[src/rtl/cursor_overlay.sv]
// Final pixel-path stage: overlays a crosshair cursor on the switched VGA stream.
// Cursor position is latched once per frame; a left click flashes the cursor colour.
module cursor_overlay #(
    parameter int          SCREEN_WIDTH  = 800,
    parameter int          SCREEN_HEIGHT = 600,
    parameter int          CURSOR_ARM    = 7,
    parameter logic [11:0] CURSOR_COLOR  = 12'hFFF,
    parameter logic [11:0] CLICK_COLOR   = 12'hF00,
    parameter int          FLASH_FRAMES  = 8
) (
    input  logic        pclk,
    input  logic        rst,
    input  logic        mouse_left,
    input  logic [11:0] xpos,
    input  logic [11:0] ypos,
    input  logic [11:0] hcount_in,
    input  logic        hsync_in,
    input  logic        hblnk_in,
    input  logic [11:0] vcount_in,
    input  logic        vsync_in,
    input  logic        vblnk_in,
    input  logic [11:0] rgb_in,
    output logic [11:0] hcount_out,
    output logic        hsync_out,
    output logic        hblnk_out,
    output logic [11:0] vcount_out,
    output logic        vsync_out,
    output logic        vblnk_out,
    output logic [11:0] rgb_out
);

    localparam logic [11:0] X_MAX      = 12'(SCREEN_WIDTH - 1);
    localparam logic [11:0] Y_MAX      = 12'(SCREEN_HEIGHT - 1);
    localparam logic [11:0] X_CENTRE   = 12'(SCREEN_WIDTH / 2);
    localparam logic [11:0] Y_CENTRE   = 12'(SCREEN_HEIGHT / 2);
    localparam logic [12:0] ARM_LEN    = 13'(CURSOR_ARM);
    localparam logic [7:0]  FRAME_LAST = 8'(FLASH_FRAMES - 1);

    typedef enum logic {IDLE, FLASH} state_t;

    function automatic logic [11:0] clamp_pos(input logic [11:0] v, input logic [11:0] lim);
        return (v > lim) ? lim : v;
    endfunction

    // Magnitude of a 13-bit signed offset, returned unsigned so -4096 stays representable.
    function automatic logic [12:0] abs_off(input logic signed [12:0] d);
        return (d < 0) ? 13'(-d) : 13'(d);
    endfunction

    logic        mouse_left_d;
    logic        vsync_d;
    logic        vblnk_d;
    logic [11:0] cur_x;
    logic [11:0] cur_y;

    state_t      state_q;
    state_t      state_d;
    logic [7:0]  frame_cnt_q;
    logic [7:0]  frame_cnt_d;
    logic [11:0] active_color;

    logic        click_rise;
    logic        vsync_rise;
    logic        vblnk_rise;

    logic signed [12:0] dx;
    logic signed [12:0] dy;
    logic               hit;

    logic [11:0] hcount_p1;
    logic [11:0] vcount_p1;
    logic        hsync_p1;
    logic        hblnk_p1;
    logic        vsync_p1;
    logic        vblnk_p1;
    logic [11:0] rgb_p1;
    logic        hit_p1;
    logic        blank_p1;
    logic [11:0] color_p1;

    assign click_rise = mouse_left & ~mouse_left_d;
    assign vsync_rise = vsync_in & ~vsync_d;
    assign vblnk_rise = vblnk_in & ~vblnk_d;

    assign dx  = $signed({1'b0, hcount_in}) - $signed({1'b0, cur_x});
    assign dy  = $signed({1'b0, vcount_in}) - $signed({1'b0, cur_y});
    assign hit = ((dy == 13'sd0) && (abs_off(dx) <= ARM_LEN)) ||
                 ((dx == 13'sd0) && (abs_off(dy) <= ARM_LEN));

    // Edge detectors and once-per-frame cursor position latch
    always_ff @(posedge pclk or negedge rst) begin
        if (!rst) begin
            mouse_left_d <= 1'b0;
            vsync_d      <= 1'b0;
            vblnk_d      <= 1'b0;
            cur_x        <= X_CENTRE;
            cur_y        <= Y_CENTRE;
        end else begin
            mouse_left_d <= mouse_left;
            vsync_d      <= vsync_in;
            vblnk_d      <= vblnk_in;
            if (vblnk_rise) begin
                cur_x <= clamp_pos(xpos, X_MAX);
                cur_y <= clamp_pos(ypos, Y_MAX);
            end
        end
    end

    always_ff @(posedge pclk or negedge rst) begin
        if (!rst) begin
            state_q     <= IDLE;
            frame_cnt_q <= 8'd0;
        end else begin
            state_q     <= state_d;
            frame_cnt_q <= frame_cnt_d;
        end
    end

    // A fresh click always restarts the flash, even on the terminal vsync.
    always_comb begin
        state_d     = state_q;
        frame_cnt_d = frame_cnt_q;
        case (state_q)
            IDLE: begin
                if (click_rise) begin
                    state_d     = FLASH;
                    frame_cnt_d = 8'd0;
                end
            end
            FLASH: begin
                if (click_rise) begin
                    frame_cnt_d = 8'd0;
                end else if (vsync_rise) begin
                    if (frame_cnt_q == FRAME_LAST) begin
                        state_d     = IDLE;
                        frame_cnt_d = 8'd0;
                    end else begin
                        frame_cnt_d = frame_cnt_q + 8'd1;
                    end
                end
            end
            default: begin
                state_d     = IDLE;
                frame_cnt_d = 8'd0;
            end
        endcase
    end

    always_comb begin
        active_color = CURSOR_COLOR;
        if (state_q == FLASH) active_color = CLICK_COLOR;
    end

    // Stage 1: register timing, pixel, hit/blank decision and the cursor colour
    always_ff @(posedge pclk or negedge rst) begin
        if (!rst) begin
            hcount_p1 <= 12'd0;
            vcount_p1 <= 12'd0;
            hsync_p1  <= 1'b0;
            hblnk_p1  <= 1'b0;
            vsync_p1  <= 1'b0;
            vblnk_p1  <= 1'b0;
            rgb_p1    <= 12'd0;
            hit_p1    <= 1'b0;
            blank_p1  <= 1'b0;
            color_p1  <= 12'd0;
        end else begin
            hcount_p1 <= hcount_in;
            vcount_p1 <= vcount_in;
            hsync_p1  <= hsync_in;
            hblnk_p1  <= hblnk_in;
            vsync_p1  <= vsync_in;
            vblnk_p1  <= vblnk_in;
            rgb_p1    <= rgb_in;
            hit_p1    <= hit;
            blank_p1  <= hblnk_in | vblnk_in;
            color_p1  <= active_color;
        end
    end

    // Stage 2: output registers driving the VGA pins
    always_ff @(posedge pclk or negedge rst) begin
        if (!rst) begin
            hcount_out <= 12'd0;
            vcount_out <= 12'd0;
            hsync_out  <= 1'b0;
            hblnk_out  <= 1'b0;
            vsync_out  <= 1'b0;
            vblnk_out  <= 1'b0;
            rgb_out    <= 12'd0;
        end else begin
            hcount_out <= hcount_p1;
            vcount_out <= vcount_p1;
            hsync_out  <= hsync_p1;
            hblnk_out  <= hblnk_p1;
            vsync_out  <= vsync_p1;
            vblnk_out  <= vblnk_p1;
            if (blank_p1)    rgb_out <= 12'h000;
            else if (hit_p1) rgb_out <= color_p1;
            else             rgb_out <= rgb_p1;
        end
    end

endmodule

[config.mk]
export PLATFORM = sky130hd
export DESIGN_NAME = cursor_overlay
export DESIGN_NICKNAME = d
export VERILOG_FILES = /design/src/rtl/cursor_overlay.sv
export SDC_FILE = /design/constraint.sdc
export NUM_CORES = 1
export LEC_CHECK = 0
export BUFFER_PORTS_ARGS = -buffer_cell sky130_fd_sc_hd__buf_2
export CORE_ASPECT_RATIO = 2
export CORE_MARGIN = 8
export CORE_UTILIZATION = 59
export DETAILED_ROUTE_END_ITERATION = 7
export GPL_TIMING_DRIVEN = 0
export PLACE_DENSITY = 0.87
export SLEW_MARGIN = 15
export SYNTH_ARGS = -nofsm -noshare
export SYNTH_HDL_FRONTEND = slang
export SYNTH_SLANG_ARGS = --single-unit
[constraint.sdc]
create_clock -name pclk -period 8.2 [get_ports pclk]
set_clock_uncertainty 0.2 [all_clocks]
set_input_delay 0 -clock pclk [delete_from_list [all_inputs] [get_ports pclk]]
set_output_delay 0 -clock pclk [all_outputs]
set_load 0.005 [all_outputs]
After elaboration in Yosys (flattened, before gate mapping)
Index checks and enable logic that the tools add are counted.
Widths: inputs -> output; s select.
{ "word_totals": {"regBits": 128, "output_inout_bits": 40, "inputBits": 67, "word_cells": 67} }
{ "classes": {"eq_ne": 3, "add_sub_neg": 5, "order_cmp": 6, "bitwise": 8, "reduce_logical": 6, "n_mux": 17} }
{ "ops": {"columns": ["operator", "count"], "rows": [
  ["$mux 12", 4],
  ["$mux 8", 5],
  ["$le 13x3->1 const B", 2],
  ["$logic_not 13->1", 2],
  ["$lt 13x1->1 const B", 2],
  ["$mux 13", 2],
  ["$neg 13->13", 2],
  ["$sub 12x12->13", 2],
  ["$gt 12x10->1 const B", 2],
  ["$pmux 8 s2", 1],
  ["$add 8x1->8 const B", 1],
  ["$eq 8x3->1 const B", 1],
  ["$mux 1", 4],
  ["$not 1->1", 4],
  ["$and 1x1->1", 3],
  ["$ne 3x1->1 const B", 1],
  ["$logic_and 1x1->1", 2],
  ["$ne 2x2->1 const B", 1],
  ["$pmux 1 s2", 1],
  ["$reduce_and 2->1", 1],
  ["$logic_or 1x1->1", 1],
  ["$or 1x1->1", 1]
]} }

Longest topological paths before layout
{ "logic_depth": {"ltp_word": 6, "depth_mapped": 12, "ltp_nobuf": 12} }

Worst setup path after synthesis
Ideal clock, no wire load.
{ "synth_timing": {"path_type": "register -> register", "startpoint": "register cur_x[0]", "endpoint": "register hit_p1", "path_slack_ps": 5289, "arrival_ps": 2615, "setup_ps": 95, "stages_incl_launch_ff": 11, "n_path_buf": 0, "synth_period_minus_slack_ps": 2911, "cell_sequence": "dfrtp_1 ha_1 fa_1 and2b_1 o211ai_1 a211oi_1 o21ai_0 a311o_1 o41ai_2 nand3_1 o32ai_2"} }
{ "synth_between": {"elab_chain_len": 6, "elab_cells_between_ends": 9} }
{ "synth_rtl": {"columns": ["element", "line", "text"], "rows": [
  ["start, declared", "53", "logic [11:0] cur_x;"],
  ["start signal, assigned", "103", "cur_x <= clamp_pos(xpos, X_MAX);"],
  ["$sub 12x12->13 *", "85", "assign dx = $signed({1'b0, hcount_in}) - $signed({1'b0, cur_x});"],
  ["$neg 13->13 or $lt 13x1->1 (tied branches)", "47", "return (d < 0) ? 13'(-d) : 13'(d);"],
  ["$mux 13", "47", null],
  ["$le 13x3->1", "87", "assign hit = ((dy == 13'sd0) && (abs_off(dx) <= ARM_LEN)) ||"],
  ["$logic_and 1x1->1", "87", null],
  ["$logic_or 1x1->1 *", "87", null],
  ["net hit", "68", "logic hit;"],
  ["end signal, assigned", "175", "hit_p1 <= hit;"],
  ["end, declared", "77", "logic hit_p1;"]
]} }
Mark *: on every way through the listed nets, which the timed path passes. The rest lies on a longest branch.
A chain may end at the register's enable or synchronous reset.

Worst setup path in the final report
Ends and elaborated chain as after synthesis.

==> results.toml <==
[synthesis]
ys_async_sr_fraction_pct = 100
synth_top_area_share_pct = 51.6
synth_cells = 502
synth_edf_count = 0
synth-seq-cells = 118
ys.flop_type = "dfrtp_1"
avgSynthCellArea_um2 = 10.7
ys_top_cells_by_area = "dfrtp_1 (52%), ha_1 (6.3%), a21oi_1 (3.7%)"
ys_types = 67
seq_area_frac_synth_pct = 55.0
netlist_area_mm2 = 0.00539
yosys.area.top_type = "dfrtp_1"
syn-num-nets = 598
yosysWarnings = 0

[power]
powerDensity_mw_per_mm2 = 214
leakage_nw = 3.51
peakVddDrop_mv = 0.219

[cells_and_area]
layout_common_cells = "dfrtp_1 (111), buf_2 (106), dlygate4sd3_1 (78), nor2_1 (41), a21oi_1 (40)"
final_common_cell = "dfrtp_1"
diodes = 0
seqCellArea_mm2 = 0.00296
n_fill_cell = 466
postLayoutCellArea_mm2 = 0.00745
postLayoutCoreUtil_pct = 83.2
area_growth_pct = 38.3
multiInputGateArea_mm2 = 0.00226
nets = 803
stdcell_count = 822
drive_above_1_share_pct = 22.4

[die]
die-area_mm2 = 0.0126
start_util_pct = 60.2
row_count = 49
io_pins = 107
coreArea_mm2 = 0.00895
dieHeight_um = 151
die_w_um = 83.6

[outcome]
status = "complete, no violations"

[global_route]
first_global_vias = 5301
grt_max_degree = 92
grt_usage_pct = 25.4
grt_pass1_wl_mm = 25.5
antenna_found_initial = 0
gr-total-overflow = 0

[cts]
post_cts_buffers = 0
clkTransAtPathRegs_ps = 60
h-tree-depth = 4
cts_tree = "yes"
cts_buffers = 17
clock_latency_ps = 420
root_buffer = "clkbuf_16"
ctsLongestPathBuffers = 2
cts.sinks = 118

[sta]
fin_setup_tns_ps = 0
fin_crit_sh_pct = 41.7
setup_viol = 0
max_freq_ghz = 0.293
slew_violations = 0
period_needed_ps = 3420
hold_viol = 0
worst_pin_slew_ps = 621
slew_headroom_pct = 58.6
hold-worst-slack_ps = 31.8
rsz0062_at_grt = "false"

[setup_path]
r2r_cells = 11
r2r_setup_slack_ps = 4780
setup.worst_path.class = "reg2reg"
crit_fanout = 5
required_ps = 8310
rr_startpoint = "cur_x[0]"
r2r_end = "hit_p1"
setup.worst_path.end_class = "register"
cp_data_arrival_time_ps = 3530
start_kind = "register"

[detailed_routing]
met3_length_um = 785
ant_nets = 0
dr.max_layer_used = "met4"
via_per_inst = 5.76
dr.pass1.iters = 5
first_iter_violations = 405
wl_met2_mm = 9.04
drcViolationCount = 0
m1WireLength_mm = 5.34
postRouteWirelength_mm = 15.8
num_vias = 4737
wl_per_cell_um = 19.2

[place]
dp_hpwl_mm = 9.79
routabilityCongestion = 0.888
io_buffers = 106
post_dp_cell_area_mm2 = 0.00608
post-place-cells = 711

[hold_path]
worst_hold_path.endpoint = "hsync_p1"
whs_path_depth = 2
hp-start = "hsync_in"
hold_path.class = "in2reg"

[job]
maxCapViolCount = 0
## final cells by class
type                    count  area share (%)
multi-input cells         343            30.4
well taps                 102            1.71
clock buffers              17            5.71
inverters                  35            1.76
flip-flops and latches    118            39.8
plain buffers               6           0.420
clock inverters            15            1.93
repair buffers            186            18.3
## cell families (layout without fill, tap and decap cells)
logic type / after synthesis / count (layout) / synth area share [%]
AND/OR/NAND/NOR: 166 / 166 / 16.1
AO/OA/AOI/OAI: 127 / 127 / 15.5
flip-flops: 118 / 118 / 55.0
buffers and inverters: 41 / 259 / 3.02
adder cells (fa/ha/maj): 29 / 29 / 7.01
XOR/XNOR: 18 / 18 / 2.93
multiplexers: 2 / 2 / 0.372
other: 1 / 1 / 0.0696
## worst max-delay path, stage by stage (launching register included)
cell      delay (ps)
dfrtp_1          390
ha_1             220
fa_1             410
and2b_1          280
o211ai_1         170
a211oi_1         390
o32a_1           370
clkinv_1         180
o31ai_2          100
xor2_1           170
nand3_1          110
o32ai_2          320
## flip-flops by register name, summed over array words and instances (netlist names), 2 cells and up
| name | count |
|---|---|
| hcount_p1 | 12 |
| rgb_p1 | 12 |
| frame_cnt_q | 8 |
| vcount_out | 12 |
| rgb_out | 12 |
| hcount_out | 12 |
| vcount_p1 | 12 |
| cur_y | 12 |
| cur_x | 12 |
| color_p1 | 2 |
## cells in the mapped netlist (6+ instances only)
master and count:
a21oi_1 40, and3_1 7, dfrtp_1 111, dfstp_2 7, ha_1 27, inv_1 34
nand2_1 29, nand2b_1 22, nand3_1 10, nor2_1 41, nor2b_1 8, nor3_1 13
o211ai_1 6, o21ai_0 29, xor2_1 14
## stage by stage
step / total power [mW] / setup WS [ps]
detailed placement: 0.858 / 4790
floorplan: 0.779 / 5290
global placement: 0.844 / 4970
global route: 1.65 / 4610
CTS: 1.59 / 4800
finish: 1.60 / 4780
## worst max-delay path by stage
stage	start	endpoint	slack (ps)	cells past startpoint
final	cur_x[0]	hit_p1	4780	11
after global routing	cur_x[0]	hit_p1	4610	11
after CTS	cur_x[0]	hit_p1	4800	11
after detailed placement	cur_x[0]	hit_p1	4790	11
after global placement	cur_x[0]	hit_p1	4970	11
after floorplan	cur_x[0]	hit_p1	5290	10
## layer usage
metal | global-route usage, % | vias to the layer above
met5 | 0 | -
met4 | 14.7 | 0
met3 | 6.09 | 50
met2 | 48.1 | 188
met1 | 24.0 | 2315
li1 | - | 2184
## where the power goes
group | internal (mW) | switching [mW] | leakage [nW]
logic | 0.116 | 0.148 | 1.83
registers | 0.612 | 0.0116 | 1.40
clock network | 0.422 | 0.286 | 0.279
## timing repair
| item | 4_1_cts | 5_1_grt |
|---|---|---|
| hold endpoints to repair | 186 | 0 |
| gates resized for setup | 0 | 0 |
| hold buffers | 79 | 0 |
Note: power is estimated with default switching activity, not from simulation.
